[src/rtl/paddle_input_conditioner.sv]
// Per-player paddle button conditioner: synchronise, debounce and arbitrate the up/down buttons.
// Optional feature macro: PADDLE_LAST_PRESS_WINS_EN (most recent press wins while both are held).

module paddle_debounce_fsm #(
    parameter int unsigned DEBOUNCE_CYCLES = 251_750,
    parameter int unsigned CNT_W           = $clog2(DEBOUNCE_CYCLES + 1)
) (
    input  logic clk,
    input  logic rst,
    input  logic s,
    output logic db,
    output logic press
);

    typedef enum logic [1:0] {
        IDLE         = 2'd0,
        PRESS_WAIT   = 2'd1,
        PRESSED      = 2'd2,
        RELEASE_WAIT = 2'd3
    } state_e;

    localparam logic [CNT_W-1:0] CNT_LAST = CNT_W'(DEBOUNCE_CYCLES - 1);

    state_e           state_q, state_d;
    logic [CNT_W-1:0] cnt_q, cnt_d;
    logic             press_q, press_d;

    // NOTE: sequential state uses non-blocking assignments so every flop samples pre-edge values.
    always_ff @(posedge clk or negedge rst) begin
        if (!rst) begin
            state_q <= IDLE;
            cnt_q   <= '0;
            press_q <= 1'b0;
        end else begin
            state_q <= state_d;
            cnt_q   <= cnt_d;
            press_q <= press_d;
        end
    end

    // NOTE: every combinational output gets a default first so no path can infer a latch.
    always_comb begin
        state_d = state_q;
        cnt_d   = cnt_q;
        press_d = 1'b0;
        case (state_q)
            IDLE: begin
                if (s) begin
                    state_d = PRESS_WAIT;
                    cnt_d   = '0;
                end
            end
            PRESS_WAIT: begin
                if (!s) begin
                    state_d = IDLE;
                end else if (cnt_q == CNT_LAST) begin
                    state_d = PRESSED;
                    press_d = 1'b1;
                end else begin
                    cnt_d = cnt_q + 1'b1;
                end
            end
            PRESSED: begin
                if (!s) begin
                    state_d = RELEASE_WAIT;
                    cnt_d   = '0;
                end
            end
            RELEASE_WAIT: begin
                // A short release glitch falls back to PRESSED without a new press pulse.
                if (s) begin
                    state_d = PRESSED;
                end else if (cnt_q == CNT_LAST) begin
                    state_d = IDLE;
                end else begin
                    cnt_d = cnt_q + 1'b1;
                end
            end
            default: state_d = IDLE;
        endcase
    end

    assign db    = (state_q == PRESSED) || (state_q == RELEASE_WAIT);
    assign press = press_q;

endmodule

module paddle_input_conditioner #(
    parameter int unsigned DEBOUNCE_CYCLES = 251_750,
    parameter int unsigned CNT_W           = $clog2(DEBOUNCE_CYCLES + 1)
) (
    input  logic clk,
    input  logic rst,
    input  logic btn_up_n,
    input  logic btn_down_n,
    output logic move_up,
    output logic move_down,
    output logic up_press,
    output logic down_press
);

    logic sync1_up_q, sync1_up_d, sync2_up_q, sync2_up_d;
    logic sync1_dn_q, sync1_dn_d, sync2_dn_q, sync2_dn_d;
    logic move_up_q, move_up_d, move_down_q, move_down_d;
    logic up_press_q, up_press_d, down_press_q, down_press_d;
    logic s_up, s_down, db_up, db_down, up_evt, down_evt;

    always_comb begin
        sync1_up_d   = btn_up_n;
        sync2_up_d   = sync1_up_q;
        sync1_dn_d   = btn_down_n;
        sync2_dn_d   = sync1_dn_q;
        up_press_d   = up_evt;
        down_press_d = down_evt;
    end

    // Synchronisers reset to the released level so a held button is re-debounced after reset.
    always_ff @(posedge clk or negedge rst) begin
        if (!rst) begin
            sync1_up_q   <= 1'b1;
            sync2_up_q   <= 1'b1;
            sync1_dn_q   <= 1'b1;
            sync2_dn_q   <= 1'b1;
            move_up_q    <= 1'b0;
            move_down_q  <= 1'b0;
            up_press_q   <= 1'b0;
            down_press_q <= 1'b0;
        end else begin
            sync1_up_q   <= sync1_up_d;
            sync2_up_q   <= sync2_up_d;
            sync1_dn_q   <= sync1_dn_d;
            sync2_dn_q   <= sync2_dn_d;
            move_up_q    <= move_up_d;
            move_down_q  <= move_down_d;
            up_press_q   <= up_press_d;
            down_press_q <= down_press_d;
        end
    end

    assign s_up   = ~sync2_up_q;
    assign s_down = ~sync2_dn_q;

    paddle_debounce_fsm #(
        .DEBOUNCE_CYCLES(DEBOUNCE_CYCLES),
        .CNT_W          (CNT_W)
    ) u_up_fsm (
        .clk  (clk),
        .rst  (rst),
        .s    (s_up),
        .db   (db_up),
        .press(up_evt)
    );

    paddle_debounce_fsm #(
        .DEBOUNCE_CYCLES(DEBOUNCE_CYCLES),
        .CNT_W          (CNT_W)
    ) u_down_fsm (
        .clk  (clk),
        .rst  (rst),
        .s    (s_down),
        .db   (db_down),
        .press(down_evt)
    );

`ifdef PADDLE_LAST_PRESS_WINS_EN
    typedef enum logic [1:0] {
        PRIO_NONE = 2'd0,
        PRIO_UP   = 2'd1,
        PRIO_DOWN = 2'd2
    } prio_e;

    prio_e prio_q, prio_d;

    // Press pulses coincide with the first debounced cycle, so the updated priority is used at once.
    always_comb begin
        prio_d = prio_q;
        if (up_evt && down_evt) begin
            prio_d = PRIO_NONE;
        end else if (up_evt) begin
            prio_d = PRIO_UP;
        end else if (down_evt) begin
            prio_d = PRIO_DOWN;
        end
        move_up_d   = db_up;
        move_down_d = db_down;
        if (db_up && db_down) begin
            move_up_d   = (prio_d == PRIO_UP);
            move_down_d = (prio_d == PRIO_DOWN);
        end
    end

    always_ff @(posedge clk or negedge rst) begin
        if (!rst) begin
            prio_q <= PRIO_NONE;
        end else begin
            prio_q <= prio_d;
        end
    end
`else
    always_comb begin
        move_up_d   = db_up;
        move_down_d = db_down;
    end
`endif

    assign move_up    = move_up_q;
    assign move_down  = move_down_q;
    assign up_press   = up_press_q;
    assign down_press = down_press_q;

endmodule

[config.mk]
export PLATFORM = sky130hd
export DESIGN_NAME = paddle_input_conditioner
export DESIGN_NICKNAME = d
export VERILOG_FILES = /design/src/rtl/paddle_input_conditioner.sv
export SDC_FILE = /design/constraint.sdc
export NUM_CORES = 1
export LEC_CHECK = 0
export CORE_MARGIN = 2
export CORE_UTILIZATION = 55
export DETAILED_ROUTE_END_ITERATION = 6
export GPL_ROUTABILITY_DRIVEN = 0
export PLACE_DENSITY = 0.72
export SKIP_CTS_REPAIR_TIMING = 1
export SYNTH_ARGS = -nofsm -noshare
export SYNTH_HDL_FRONTEND = slang
export SYNTH_SLANG_ARGS = --single-unit
[constraint.sdc]
create_clock -name clk -period 2.3 [get_ports clk]
set_clock_uncertainty 0.05 [all_clocks]
set_input_delay 0.575 -clock clk [delete_from_list [all_inputs] [get_ports clk]]
set_output_delay 0.575 -clock clk [all_outputs]
set_load 0.02 [all_outputs]
**After elaboration in Yosys (flattened, before gate mapping)**

Index checks and enable logic that the tools add are counted.

- $add $sub $neg: 2
- Equal/unequal tests: 20
- Mux-type cells: 32
- Reduce and logical (&&, ||, !) cells: 8

Operators with widths:

| operator | number |
|---|---|
| 18-bit two-way mux | 10 |
| 18-bit case mux with 4 select lines | 2 |
| 18-bit by 1-bit adder with 18-bit output, second input constant | 2 |
| 18-bit == test, second input constant | 2 |
| 2-bit two-way mux | 12 |
| 2-bit inequality test, second input constant | 8 |
| 2-bit case mux with 4 select lines | 2 |
| 4-bit AND reduction | 4 |
| 3-bit by 2-bit inequality test with 1-bit output, second input constant | 4 |
| 2-bit == test, second input constant | 4 |
| 1-bit two-way mux | 6 |
| 2-bit by 1-bit == test with 1-bit output, second input constant | 2 |
| 2-bit logical NOT | 2 |
| 1-bit logical OR | 2 |

- Bits in registers: 50
- Output and inout bits: 4
- Logic and storage cells: 76

**Logic depth before layout (Yosys ltp)**

- Depth in word-level cells: 4
- Gate-level depth with buffers: 7

**Modules after synthesis**

Synthesis repeated with hierarchy kept, for this count alone.

- Cells, all modules: 262
- Area, all modules: 2620.0 µm²

Modules (own cells, without submodules):

| module | times used | cells each | area an instance (µm²) | sequential area each (µm²) |
|---|---|---|---|---|
| paddle_debounce_fsm | 2 | 126 | 1203.7 | 525.5 |
| paddle_input_conditioner | 1 | 10 | 212.7 | 205.2 |

**Worst setup path after synthesis**

Ideal clock, no wire load.

- Kind: reg2reg
- Start: reg u_down_fsm.cnt_q[1]
- End: reg u_down_fsm.cnt_q[12]
- Library setup time: 0.126 ns
- Data arrival time: 1.912 ns
- Data required time: 2.124 ns
- Slack: 0.212 ns
- Cell stages (with the launch flop): 8
- Buffers on the path: 0
- Cell sequence: dfrtp_1 inv_1 ha_1 nand2b_1 or4_4 nor4_4 nor3_2 a221o_1

- Longest elaborated chain between the ends: 4

RTL lines:

| item | RTL line | source |
|---|---|---|
| start: declaration | 25 | `logic [CNT_W-1:0] cnt_q, cnt_d;` |
| start signal: assignment | 36 | `cnt_q <= cnt_d;` |
| 18-bit by 1-bit adder with 18-bit output or 18-bit == test (tied branches) | - |  |
| 18-bit two-way mux * | 56, 73 |  |
| 18-bit two-way mux, on equally long branches | 71, 54 |  |
| 18-bit case mux with 4 select lines * | 46 | `case (state_q)` |

Every way passes the cells marked *; elsewhere a longest branch is shown, timed or not. The select of a mux whose other input is x is not followed.
A chain may end at the register's enable or synchronous reset.

**Final worst setup path**

- Start: reg u_up_fsm.cnt_q[1]
- End: reg u_up_fsm.cnt_q[3]

- Longest elaborated chain between the ends: 4

RTL lines:

| item | RTL line |
|---|---|
| start: declaration | 25 |
| start signal: assignment | 36 |
| 18-bit by 1-bit adder with 18-bit output or 18-bit == test (tied branches) | - |
| 18-bit two-way mux * | 56, 73 |
| 18-bit two-way mux, on equally long branches | 71, 54 |
| 18-bit case mux with 4 select lines * | 46 |

Marked as above.

==> out/results.ini <==
[synthesis]
synth-edff-count = 0
synthesis.area_per_instance_um2 = 9.37
most_used_flip_flop_cell_after_synthesis = sky130_fd_sc_hd__dfrtp_1
post_synthesis_net_count = 288
yosysWarningCount = 0
post_synthesis_register_bit_count = 50
postSynthCellCount = 280
syn_area_um2 = 2620
synth_cell_types = 52
synth_async_sr_flop_share_pct = 100
synth_sequential_area_ratio_pct = 47.9

[detailed_routing]
routedWlPerCell_um = 15.2
route.detailed.drc = 0
route.antenna.remaining_nets = 0
detailedRoute.firstPassIterationCount = 4
first_iter_violations = 140
drt-total-wl_um = 5240
viasPerCell = 6.12
detailed_route_via_count = 2110

[final_layout]
post_route_cells_drive_above_1_share_pct = 11.0
layout.nets = 298
insertedDiodeCount = 0
syn2layout_area_growth_pct = 10.9
final_common_cell = sky130_fd_sc_hd__dfrtp_1
most-common-layout-cells = sky130_fd_sc_hd__dfrtp_1, sky130_fd_sc_hd__nand2_1, sky130_fd_sc_hd__nor2_1, sky130_fd_sc_hd__o21ai_0, sky130_fd_sc_hd__nand3_1
fill_cells = 410
final_core_util_pct = 62.4

[timing]
slew_headroom_pct = 61.4
fmaxAchievable_ghz = 0.461
layout_worst_path_cycle_share_pct = 94.2
tns_ns = 0
setup_viol = 0
final_period_minus_worst_setup_slack_ns = 2.17
max_slew.worst_pin.slew_ns = 0.574
timing_hold_violations_final = 0
hold_ws_ns = 0.137
grt_setup_unrepaired = no
maxSlewViolCount = 0

[global_route]
grt_start_max_net_pins = 34
grt_pass1_vias = 1889
grt_first_pass_wirelength_um = 8870
track_usage_pct = 21.5
grt_antenna_before_repair = 0
grt_util_met3_pct = 4.14
grtUsageMet1_pct = 32.0
global_route.usage.met2_pct = 31.4
grt_most_used_layer = met1
overflow = 0

[clock_tree]
clk_path_buf_depth = 2
tritoncts = built
numCtsBuffers = 5
clock-root-buffer = sky130_fd_sc_hd__clkbuf_8
clock-sinks = 50
clk-insertion-delay-late_ns = 0.31
htreeDepth = 2
clk_pin_slew_worst_paths_ns = 0.10

[power]
maximum_vdd_drop_uv = 432
p_per_area_nw_per_um2 = 578
cellLeakagePower_nw = 1.27

[die]
floorplan.core_area_um2 = 4660
num_io_pins = 8
fp.dieW_um = 73.1
die-area_um2 = 5340
height_of_the_chip_um = 73.1
floorplan.initialDensity_pct = 56.3
rows = 25

[critical_path]
worst_setup_path_end_kind = register
worst_path_largest_cell_delay_ns = 0.62
critPathSlowestCell = sky130_fd_sc_hd__or4_1
worstPathCellList = inv_1 > ha_1 > or4bb_1 > or4_1 > a22oi_1 > o21ai_0
crit-reg2reg-capture = u_up_fsm.cnt_q[3]
required_ns = 2.43
startpoint_type_of_the_worst_setup_path = register
reg_to_reg_slack_setup_ns = 0.13
origin_of_the_critical_flop_to_flop_path = u_up_fsm.cnt_q[1]
timing.setup.critical_path_class = reg2reg
critPathArrivalTime_ns = 2.30
cp_max_fo = 5
cells_on_worst_reg2reg_path = 6

[placement]
dpl.hpwl_um = 3610
placement.io_buffers = 7

[outcome]
run_status = completed

[min_path]
holdCritPathClass = in2async

[run]
drv_cap = 0

==> routing by layer <==
| layer | wire, µm | vias to the layer above | part of all wire [%] |
|---|---|---|---|
| li1 | - | 1031 | - |
| met1 | 2560 | 1009 | 49 |
| met2 | 2310 | 62 | 44 |
| met3 | 287 | 8 | 5.5 |
| met4 | 87 | 0 | 1.7 |
| met5 | 0 | - | 0 |
==> final cells by class <==
class                      count  area [µm²]  area share [%]
multi-input combinational    207        1270            43.7
inverter                       8        30.0            1.03
clock buffer                   5        68.8            2.37
clock inverter                 3        43.8            1.51
sequential                    50        1260            43.2
tap                           54        67.6            2.32
timing repair buffer          18         173            5.94
==> flip-flops by register name (all words and copies together), names as in the netlist, named ones only <==
register and flops:
u_up_fsm.cnt_q 18, u_down_fsm.state_q 1, u_up_fsm.press 1, sync2_dn_q 1, move_up 1, u_down_fsm.cnt_q 18, sync2_up_q 1, up_press 1
u_down_fsm.press 1, sync1_dn_q 1, u_up_fsm.state_q 1, move_down 1, sync1_up_q 1, down_press 1
==> Yosys cell counts (all sizes together), types with 2 or more instances <==
cell type  instances  area, µm²
o21ai             26        130
and3               3       18.8
dfstp              4        105
o211ai             2       15.0
o31a               2       17.5
nor2              24       90.1
a21oi             10       53.8
or4                4       33.8
nand2b             2       12.5
inv                8       30.0
xor2               9       78.8
and4               5       45.0
or3                3       20.0
nand4             10       62.6
buf                3       21.3
nor4               5       46.3
ha                 4       50.1
nand3             15       75.1
dfrtp             46       1150
nand2             36        143
a22o               2       17.5
nor3              11       60.1
o22ai              3       18.8
xnor2              2       17.5
clkbuf            12       45.0
mux2i             12        120
==> critical path: cells and delay by family, from the launching register on <==
| family | cells | cell delay, ns |
|---|---|---|
| and+or+nand+nor | 2 | 1.03 |
| DFF | 1 | 0.43 |
| buffers and inverters | 1 | 0.10 |
| AOI/OAI and AO/OA | 2 | 0.30 |
| adders and majority gates | 1 | 0.13 |
==> stage by stage <==
step           instance area [µm²]  power, mW  std cells  worst slack (ns)
2_1_floorplan                 2620       1.01        280             0.212
3_3_place_gp                  2800       1.06        337             0.215
3_5_place_dp                  2800       1.07        337             0.145
4_1_cts                       2910       1.70        345             0.133
5_1_grt                       2910       1.74        345            0.0222
6_report                      2910       1.68        345             0.133
==> worst max-delay path by stage <==
| stage | cells past startpoint | to | startpoint |
|---|---|---|---|
| after floorplan | 7 | u_down_fsm.cnt_q[12] | u_down_fsm.cnt_q[1] |
| after global placement | 6 | u_up_fsm.cnt_q[1] | u_up_fsm.cnt_q[1] |
| after detailed placement | 6 | u_up_fsm.cnt_q[3] | u_up_fsm.cnt_q[1] |
| after CTS | 6 | u_up_fsm.cnt_q[3] | u_up_fsm.cnt_q[1] |
| after global routing | 6 | u_up_fsm.cnt_q[3] | u_up_fsm.cnt_q[1] |
| final | 6 | u_up_fsm.cnt_q[3] | u_up_fsm.cnt_q[1] |
==> cell families (layout without fill, tap and decap cells) <==
group | Yosys count | after routing | synth area share, %
multiplexers | 12 | 12 | 4.58
AO/OA/AOI/OAI | 54 | 54 | 12.6
XOR/XNOR | 11 | 11 | 3.67
flip-flops | 50 | 50 | 47.9
AND/OR/NAND/NOR | 126 | 126 | 25.7
adder cells (fa/ha/maj) | 4 | 4 | 1.91
buffers and inverters | 23 | 34 | 3.67
==> power breakdown <==
group	switching, mW	total (mW)	internal (mW)
sequential	0.0285	0.931	0.903
combinational	0.0736	0.119	0.0452
clock	0.306	0.633	0.326
total	0.408	1.68	1.27
No activity file was read; power rests on OpenSTA's default activity.
